--- src/rtl/matrix_loader.sv ---
// ---------------------------------------------------------------------------
// matrix_loader
//
// Write-side front end for the determinant datapath. It takes matrix elements
// one per cycle in row-major order and packs them into a 4x4 matrix word.
// An NxN matrix (N = 2, 3 or 4) sits in the top-left corner of that word.
// The completed word is then presented on an out_valid/out_ready handshake.
//
// Parameters
//   ELEM_W        element width in bits; matrix is 16*ELEM_W bits wide
//   PAD_IDENTITY  1: unused diagonal slots are set to 1 so that the padded
//                    determinant equals the NxN determinant
//                 0: every unused slot is 0
//
// Ports
//   clk        in   rising-edge clock
//   rst_n      in   asynchronous active-low reset
//   clear      in   synchronous abort back to IDLE; an element offered in the
//                   same cycle is dropped
//   size       in   [2:0] matrix dimension N, sampled on the first element
//   in_data    in   [ELEM_W-1:0] signed element, row-major order
//   in_valid   in   element present
//   in_last    in   final element of the frame
//   in_ready   out  element accepted this cycle (low only while holding)
//   matrix     out  [16*ELEM_W-1:0] element (r,c) at [W-1-ELEM_W*(4r+c) -: ELEM_W]
//   out_valid  out  matrix complete and stable
//   out_ready  in   consumer takes the matrix
//   frame_err  out  one-cycle pulse on a framing or size error
// ---------------------------------------------------------------------------
module matrix_loader #(
    parameter int ELEM_W       = 8,
    parameter int PAD_IDENTITY = 1
) (
    input  logic                     clk,
    input  logic                     rst_n,
    input  logic                     clear,
    input  logic [2:0]               size,
    input  logic signed [ELEM_W-1:0] in_data,
    input  logic                     in_valid,
    input  logic                     in_last,
    output logic                     in_ready,
    output logic [16*ELEM_W-1:0]     matrix,
    output logic                     out_valid,
    input  logic                     out_ready,
    output logic                     frame_err
);

    localparam int W = 16 * ELEM_W;

    typedef enum logic [1:0] {
        IDLE  = 2'd0,
        LOAD  = 2'd1,
        DRAIN = 2'd2,
        HOLD  = 2'd3
    } state_t;

    state_t         state_q, state_d;
    logic [2:0]     n_q, n_d;
    logic [3:0]     count_q, count_d;
    logic [1:0]     row_q, row_d;
    logic [1:0]     col_q, col_d;
    logic [W-1:0]   matrix_q, matrix_d;
    logic           frame_err_q, frame_err_d;
    logic           accept;
    logic           size_ok;

    // Zero matrix, optionally with 1s on the diagonal slots that the NxN
    // matrix does not cover.
    function automatic logic [W-1:0] pad_matrix(input logic [2:0] n);
        logic [W-1:0] res;
        res = '0;
        for (int k = 0; k < 4; k++) begin
            if ((PAD_IDENTITY != 0) && (3'(k) >= n)) begin
                res[W-1-ELEM_W*(5*k) -: ELEM_W] = ELEM_W'(1);
            end
        end
        return res;
    endfunction

    // Replace element (r,c) of a packed matrix.
    function automatic logic [W-1:0] put_elem(input logic [W-1:0]      m,
                                               input logic [1:0]        r,
                                               input logic [1:0]        c,
                                               input logic [ELEM_W-1:0] v);
        logic [W-1:0] res;
        res = m;
        for (int k = 0; k < 16; k++) begin
            if (4'(k) == {r, c}) begin
                res[W-1-ELEM_W*k -: ELEM_W] = v;
            end
        end
        return res;
    endfunction

    // Index of the final slot, N*N-1.
    function automatic logic [3:0] last_slot(input logic [2:0] n);
        logic [3:0] res;
        case (n)
            3'd2:    res = 4'd3;
            3'd3:    res = 4'd8;
            default: res = 4'd15;
        endcase
        return res;
    endfunction

    assign in_ready  = (state_q != HOLD);
    assign out_valid = (state_q == HOLD);
    assign matrix    = matrix_q;
    assign frame_err = frame_err_q;

    // clear wins over any element offered in the same cycle.
    assign accept  = in_valid && in_ready && !clear;
    assign size_ok = (size == 3'd2) || (size == 3'd3) || (size == 3'd4);

    always_ff @(posedge clk or negedge rst_n) begin
        if (!rst_n) begin
            state_q     <= IDLE;
            n_q         <= 3'd0;
            count_q     <= 4'd0;
            row_q       <= 2'd0;
            col_q       <= 2'd0;
            matrix_q    <= '0;
            frame_err_q <= 1'b0;
        end else begin
            state_q     <= state_d;
            n_q         <= n_d;
            count_q     <= count_d;
            row_q       <= row_d;
            col_q       <= col_d;
            matrix_q    <= matrix_d;
            frame_err_q <= frame_err_d;
        end
    end

    always_comb begin
        state_d     = state_q;
        n_d         = n_q;
        count_d     = count_q;
        row_d       = row_q;
        col_d       = col_q;
        matrix_d    = matrix_q;
        frame_err_d = 1'b0;

        if (clear) begin
            state_d  = IDLE;
            count_d  = 4'd0;
            row_d    = 2'd0;
            col_d    = 2'd0;
            matrix_d = '0;
        end else begin
            case (state_q)
                IDLE: begin
                    if (accept) begin
                        n_d = size;
                        if (in_last) begin
                            // A one-element frame is never valid, whatever the size.
                            frame_err_d = 1'b1;
                        end else if (size_ok) begin
                            matrix_d = put_elem(pad_matrix(size), 2'd0, 2'd0, in_data);
                            count_d  = 4'd1;
                            row_d    = 2'd0;
                            col_d    = 2'd1;
                            state_d  = LOAD;
                        end else begin
                            state_d = DRAIN;
                        end
                    end
                end

                LOAD: begin
                    if (accept) begin
                        matrix_d = put_elem(matrix_q, row_q, col_q, in_data);
                        if (count_q == last_slot(n_q)) begin
                            // A missing in_last is flagged, but the matrix is still delivered.
                            frame_err_d = !in_last;
                            state_d     = HOLD;
                        end else if (in_last) begin
                            frame_err_d = 1'b1;
                            matrix_d    = '0;
                            count_d     = 4'd0;
                            row_d       = 2'd0;
                            col_d       = 2'd0;
                            state_d     = IDLE;
                        end else begin
                            count_d = count_q + 4'd1;
                            if ({1'b0, col_q} == (n_q - 3'd1)) begin
                                col_d = 2'd0;
                                row_d = row_q + 2'd1;
                            end else begin
                                col_d = col_q + 2'd1;
                            end
                        end
                    end
                end

                DRAIN: begin
                    if (accept && in_last) begin
                        frame_err_d = 1'b1;
                        state_d     = IDLE;
                    end
                end

                HOLD: begin
                    // matrix stays as delivered until the next frame starts.
                    if (out_ready) begin
                        count_d = 4'd0;
                        row_d   = 2'd0;
                        col_d   = 2'd0;
                        state_d = IDLE;
                    end
                end

                default: begin
                    state_d = IDLE;
                end
            endcase
        end
    end

endmodule

--- config.mk ---
export PLATFORM = sky130hd
export DESIGN_NAME = matrix_loader
export DESIGN_NICKNAME = d
export VERILOG_FILES = /design/src/rtl/matrix_loader.sv
export SDC_FILE = /design/constraint.sdc
export NUM_CORES = 1
export LEC_CHECK = 0
export CORE_ASPECT_RATIO = 0.7
export CORE_MARGIN = 2
export CORE_UTILIZATION = 46
export CTS_CLUSTER_DIAMETER = 200
export DETAILED_ROUTE_END_ITERATION = 7
export PLACE_DENSITY = 0.87
export SYNTH_ARGS = -nofsm -noshare
export SYNTH_HDL_FRONTEND = slang
export SYNTH_SLANG_ARGS = --single-unit
--- constraint.sdc ---
create_clock -name clk -period 2.09 [get_ports clk]
set_input_delay 0.418 -clock clk [delete_from_list [all_inputs] [get_ports clk]]
set_output_delay 0.418 -clock clk [all_outputs]
set_load 0.02 [all_outputs]
# [Yosys cells after proc, flatten, opt, wreduce, memory -nomap -nowiden]
# Cells that the tools add are included.
[totals] inputBits=17 word_cells=141 register_bits=142
[classes] reduce_logical=16 mux=75 addsub=4 eq_ne=35 order_cmp=3 n_bitwise=1
[op_table] cell="$mux 128" count=7
[op_table] cell="$pmux 128 s2" count=1
[op_table] cell="$mux 8" count=16
[op_table] cell="$mux 2" count=25
[op_table] cell="$mux 4" count=11
[op_table] cell="$eq 4x4->1 const A" count=8
[op_table] cell="$ne 3x3->1 const B" count=6
[op_table] cell="$eq 3x4->1 const A" count=4
[op_table] cell="$eq 3x2->1 const B" count=4
[op_table] cell="$pmux 2 s3" count=2
[op_table] cell="$pmux 4 s3" count=1
[op_table] cell="$mux 1" count=9
[op_table] cell="$eq 2x4->1 const A" count=2
[op_table] cell="$ne 4x4->1 const B" count=2
[op_table] cell="$pmux 2 s4" count=1
[op_table] cell="$pmux 4 s2" count=1
[op_table] cell="$reduce_and 8->1" count=1
[op_table] cell="$reduce_and 7->1" count=1
[op_table] cell="$ge 2x3->1 const A" count=2
[op_table] cell="$reduce_and 6->1" count=1
[op_table] cell="$reduce_and 5->1" count=1
[op_table] cell="$add 2x1->2 const B" count=2
[op_table] cell="$add 4x1->4 const B" count=1
[op_table] cell="$eq 1x4->1 const A" count=1
[op_table] cell="19 further kinds" count=24

# [Depth between registers and ports, before layout]
# Gate-level depths: netlist of the first run.
[logic_depth] ltp_word=11 depth_mapped=10

# [Worst setup path before layout of the first run]
# OpenSTA, ideal clock, no wires.
[synth_path] path_type="flip-flop to flip-flop" start="register n_q[0]" end="register matrix_q[103], in the netlist matrix[103]" n_path_buf=2 setup_slack_ns=-0.095 arrival_time_ns=2.054 setup_time_ns=0.132 synth_period_minus_slack_ns=2.185 path_stages_with_launch=10 t_required_ns=1.958 path_cell_list="dfrtp_1 -> inv_1 -> ha_1 -> nor3b_1 -> mux2_2 -> o22ai_2 -> o31a_1 -> buf_6 -> clkbuf_1 -> nor2_1"
[synth_via] elab_chain_cells=10 elab_cells_between_ends=11
[synth_lines] element="start: declaration" line="58" text="logic [2:0] n_q, n_d;"
[synth_lines] element="start signal: assignment" line="126" text="n_q <= n_d;"
[synth_lines] element="$eq 3x2->1" line="98" text="case (n)"
[synth_lines] element="$pmux 4 s2 *" line="98"
[synth_lines] element="$mux 4 *" line="171" text="if (accept) begin"
[synth_lines] element="$mux 4 *" line="151" text="case (state_q)"
[synth_lines] element="$mux 4 *" line="144" text="if (clear) begin"
[synth_lines] element="$eq 4x4->1 *" line="173" text="if (count_q == last_slot(n_q)) begin"
[synth_lines] element="$mux 128 *" line="173"
[synth_lines] element="$mux 128 *" line="171"
[synth_lines] element="$pmux 128 s2 *" line="151"
[synth_lines] element="$mux 128 *" line="144"
[synth_lines] element="end signal: assignment" line="130" text="matrix_q <= matrix_d;"
[synth_lines] element="end: declaration" line="62" text="logic [W-1:0] matrix_q, matrix_d;"
# Every way passes the cells marked *; elsewhere a longest branch is shown, timed or not. The select of a mux whose other input is x is not followed.
# A chain may end at the register's enable or synchronous reset.

# [Worst setup path after layout of the first run]
[layout_path] start="register n_q[0]" end="register matrix_q[39], in the netlist matrix[39]"
# The elaborated chain is that of the path after synthesis.

==> flow_summary_export.csv, run 1 <==
group,metric,value,unit
run_status,status,"finished with violations",
run_status,violations,"setup timing",
power_and_ir_drop,power,8.52,mW
setup_path,slowest_delay,500,ps
cts,clk_latency,410,ps
power_and_ir_drop,p_int,5.77,mW
power_and_ir_drop,pwr-share-comb,26.7,%
routing,wl_per_cell,19.0,µm
logic_synthesis,synth.net_count,604,
floorplanning,die_area,15300,µm²
cts,cts_sinks,142,
final_layout,layout-area-overhead-vs-synth,44.8,%
floorplanning,die_h,104,µm
place,detailed_place_hpwl,13000,µm
setup_path,crit_path_end_kind,"flop",
timing,fin_ws,-143,ps
final_layout,layout.nets,808,
routing,drtIter0Drc,291,
timing,fin_crit,2230,ps
timing,max_freq,448,MHz
final_layout,drive_above_1_share,21.2,%
final_layout,finalNonFillerCells,982,
timing,relSlewSlack,65.3,%
logic_synthesis,syn_area,6590,µm²
place,routabilityCongestion,0.856,
power_and_ir_drop,powerDensity,893,nW/µm²
logic_synthesis,synth_commonest_cells,"dfrtp_1, nor2_1, mux2i_1",
final_layout,fillers,1001,
setup_path,worstReg2RegStart,"n_q[0]",
final_layout,diodes,0,
logic_synthesis,yosysTopAreaCell,"dfrtp_1",
setup_path,reg2regPathDepth,8,
place,dpl.cell_count,945,
global_routing,use_met3,7.81,%
worst_hold_path,min_path_type,"in2async",
global_routing,grt_pass1_vias,5512,
power_and_ir_drop,p_switching,2.75,mW
global_routing,grt_pass1_wl,30000,µm
cts,clk_pin_slew,70,ps
timing,skew,11.4,ps
cts,cts_tree,"yes",
global_routing,grt-ovfl-total,0,
setup_path,crit_type,"reg2reg",
setup_path,path_cells,"inv_2 -> ha_4 -> or4b_4 -> o21ai_4 -> o22ai_4 -> o31a_4 -> buf_12 -> nor2_1",
floorplanning,die_w,147,µm
logic_synthesis,synth.avg_cell_area,11.5,µm²
setup_path,cp.required,2420,ps
floorplanning,core_area,14000,µm²
global_routing,use_met2,41.0,%
logic_synthesis,yosysWarningCount,0,
logic_synthesis,seq_area_frac_synth,54.0,%
routing,via_per_inst,5.33,
routing,drc,0,
logic_synthesis,synth_edf_count,0,
timing,rsz0062_at_grt,"true",
logic_synthesis,ys_types,50,
final_layout,fin_util,68.3,%
logic_synthesis,synth_top_area_share,54.0,%
logic_synthesis,syn_inst,575,
power_and_ir_drop,ir_drop,0.564,mV
logic_synthesis,yosysMostFrequentCell,"dfrtp_1",
global_routing,antenna_found_initial,0,
floorplanning,rows,36,
setup_path,cp.arrival,2560,ps
timing,fin_crit_sh,107,%
logic_synthesis,synth-seq-cells,142,
power_and_ir_drop,p_seq_share,36.7,%
logic_synthesis,synthArstFlopShare,100,%
routing,wl,18700,µm
setup_path,crit_fanout,46,
run,maxCapViolations,0,
timing,fin_tns_setup,-10510,ps
cts,cts_made_buffers,17,
place,port_buffers,147,
timing,setup_violations,129,
global_routing,grt_util_met1,32.6,%
power_and_ir_drop,switching_share,32.3,%
routing,vias,5238,
power_and_ir_drop,power.leakage,3.99,nW
global_routing,grtUsageTotal,24.9,%
cts,root_buffer,"clkbuf_16",
setup_path,slowest_stage,"or4b_4",
power_and_ir_drop,p_clk_share,36.6,%
cts,cts_buffer_depth,2,
floorplanning,io_pins,148,
final_layout,multi_input_area,2950,µm²
logic_synthesis,synth_ff_type,"dfrtp_1",
timing,finalHoldViolCount,0,
timing,drv_slew,0,
global_routing,grt_busiest_layer,"met2",
floorplanning,initial_utilization,47.2,%
place,place_ws,-302,ps
global_routing,grt_max_degree,55,
timing,tightest_slew,520,ps
routing,antenna_left,0,
setup_path,rr_endpoint,"matrix[39]",
setup_path,r2r_slack,-140,ps
routing,first_pass_iters,5,
setup_path,start_kind,"flop",
logic_synthesis,synth_area_leaders,"dfrtp_1, mux2i_1, nor2_1",
cts,h-tree-depth,4,
final_layout,ff_latch_area,3550,µm²
==> kinds of logic (layout without fill, tap and decap cells) <==
kind of cell	count (synthesis)	after routing	synth area share [%]
AOI/OAI and AO/OA	44	44	5.32
and+or+nand+nor	206	206	15.4
xor gates and xnor gates	3	3	0.399
DFF	142	142	54.0
adders and majority gates	12	12	2.28
buffers and inverters	43	260	3.55
muxes	125	125	19.1
==> final cells by class <==
cell class | instances | share of cell area (%)
well taps | 190 | 2.49
clock inverters | 14 | 1.78
multi-input cells | 390 | 30.9
flip-flops and latches | 142 | 37.3
clock buffers | 18 | 4.60
inverters | 13 | 0.512
repair buffers | 215 | 22.4
==> per-stage QoR <==
stage,hold WS (ps),area (µm²)
2_1_floorplan,122,6610
3_3_place_gp,389,8780
3_5_place_dp,404,8780
4_1_cts,527,9480
5_1_grt,530,9540
6_report,521,9540
==> power by group through the flow <==
| stage | combinational, mW | sequential, mW | clock (mW) |
|---|---|---|---|
| after floorplan | 1.11 | 3.27 | 0 |
| after global routing | 2.44 | 3.14 | 3.29 |
| final | 2.27 | 3.13 | 3.12 |
| after detailed placement | 2.12 | 3.16 | 0 |
| after global placement | 2.05 | 3.14 | 0 |
| after CTS | 2.21 | 3.12 | 3.16 |
==> worst max path at each step <==
stage          slack [ps]  startpoint  cells past startpoint          to
4_1_cts               -90      n_q[0]                      8  matrix[39]
3_5_place_dp         -300     size[2]                      8  matrix[39]
5_1_grt              -210      n_q[0]                      8  matrix[33]
6_report             -140      n_q[0]                      8  matrix[39]
3_3_place_gp         -280     size[2]                      8  matrix[31]
2_1_floorplan         -40      n_q[0]                      9  matrix[67]
==> worst max-delay path, delay by kind of cell, from the launching register on <==
kind,cells,cell delay (ps)
compound gates,3,610
fa+ha+maj,1,150
buf+inv,2,290
flops,1,430
simple gates,2,640
==> placed cells by master (no fill, tap or decap), types with 10 or more instances in the layout <==
cell type | Yosys | routed
nor2_1 | 121 | 105
clkdlybuf4s50_1 | 0 | 144
ha_1 | 12 | 10
nor3_2 | 10 | 11
nand2_1 | 32 | 31
clkbuf_16 | 0 | 17
buf_4 | 1 | 53
nor2_2 | 6 | 22
buf_12 | 0 | 12
mux2i_1 | 120 | 120
dfrtp_1 | 142 | 142
inv_1 | 13 | 12
==> state kept, by name, indices dropped and copies added (netlist names) <==
name / flops
matrix: 128
frame_err: 1
row_q: 2
col_q: 2
count_q: 4
state_q: 2
n_q: 3
==> metal layers <==
| metal | vias to the layer above | part of all wire (%) |
|---|---|---|
| met3 | 14 | 7.2 |
| met1 | 2683 | 44 |
| met2 | 153 | 48 |
| met5 | - | 0 |
| li1 | 2388 | - |
| met4 | 0 | 0.75 |
==> repair_timing <==
item                                    in CTS  in global routing
hold buffers                                 1                  0
hold endpoints to repair                    51                  0
pin swaps                                    5                  5
buffers inserted                             3                  1
resized for setup                           15                 17
endpoints found under the setup margin     135                139
Note: power is estimated with default switching activity, not from simulation.
==> run 2: changes to the inputs <==
--- a/config.mk
+++ b/config.mk
@@ -9,6 +9,7 @@
 export CORE_MARGIN = 2
 export CORE_UTILIZATION = 46
 export CTS_CLUSTER_DIAMETER = 200
+export CTS_CLUSTER_SIZE = 28
 export DETAILED_ROUTE_END_ITERATION = 7
 export PLACE_DENSITY = 0.87
 export SYNTH_ARGS = -nofsm -noshare
==> results of run 2 <==
No change in the layout: final DEF, timing and power equal those of run 1.
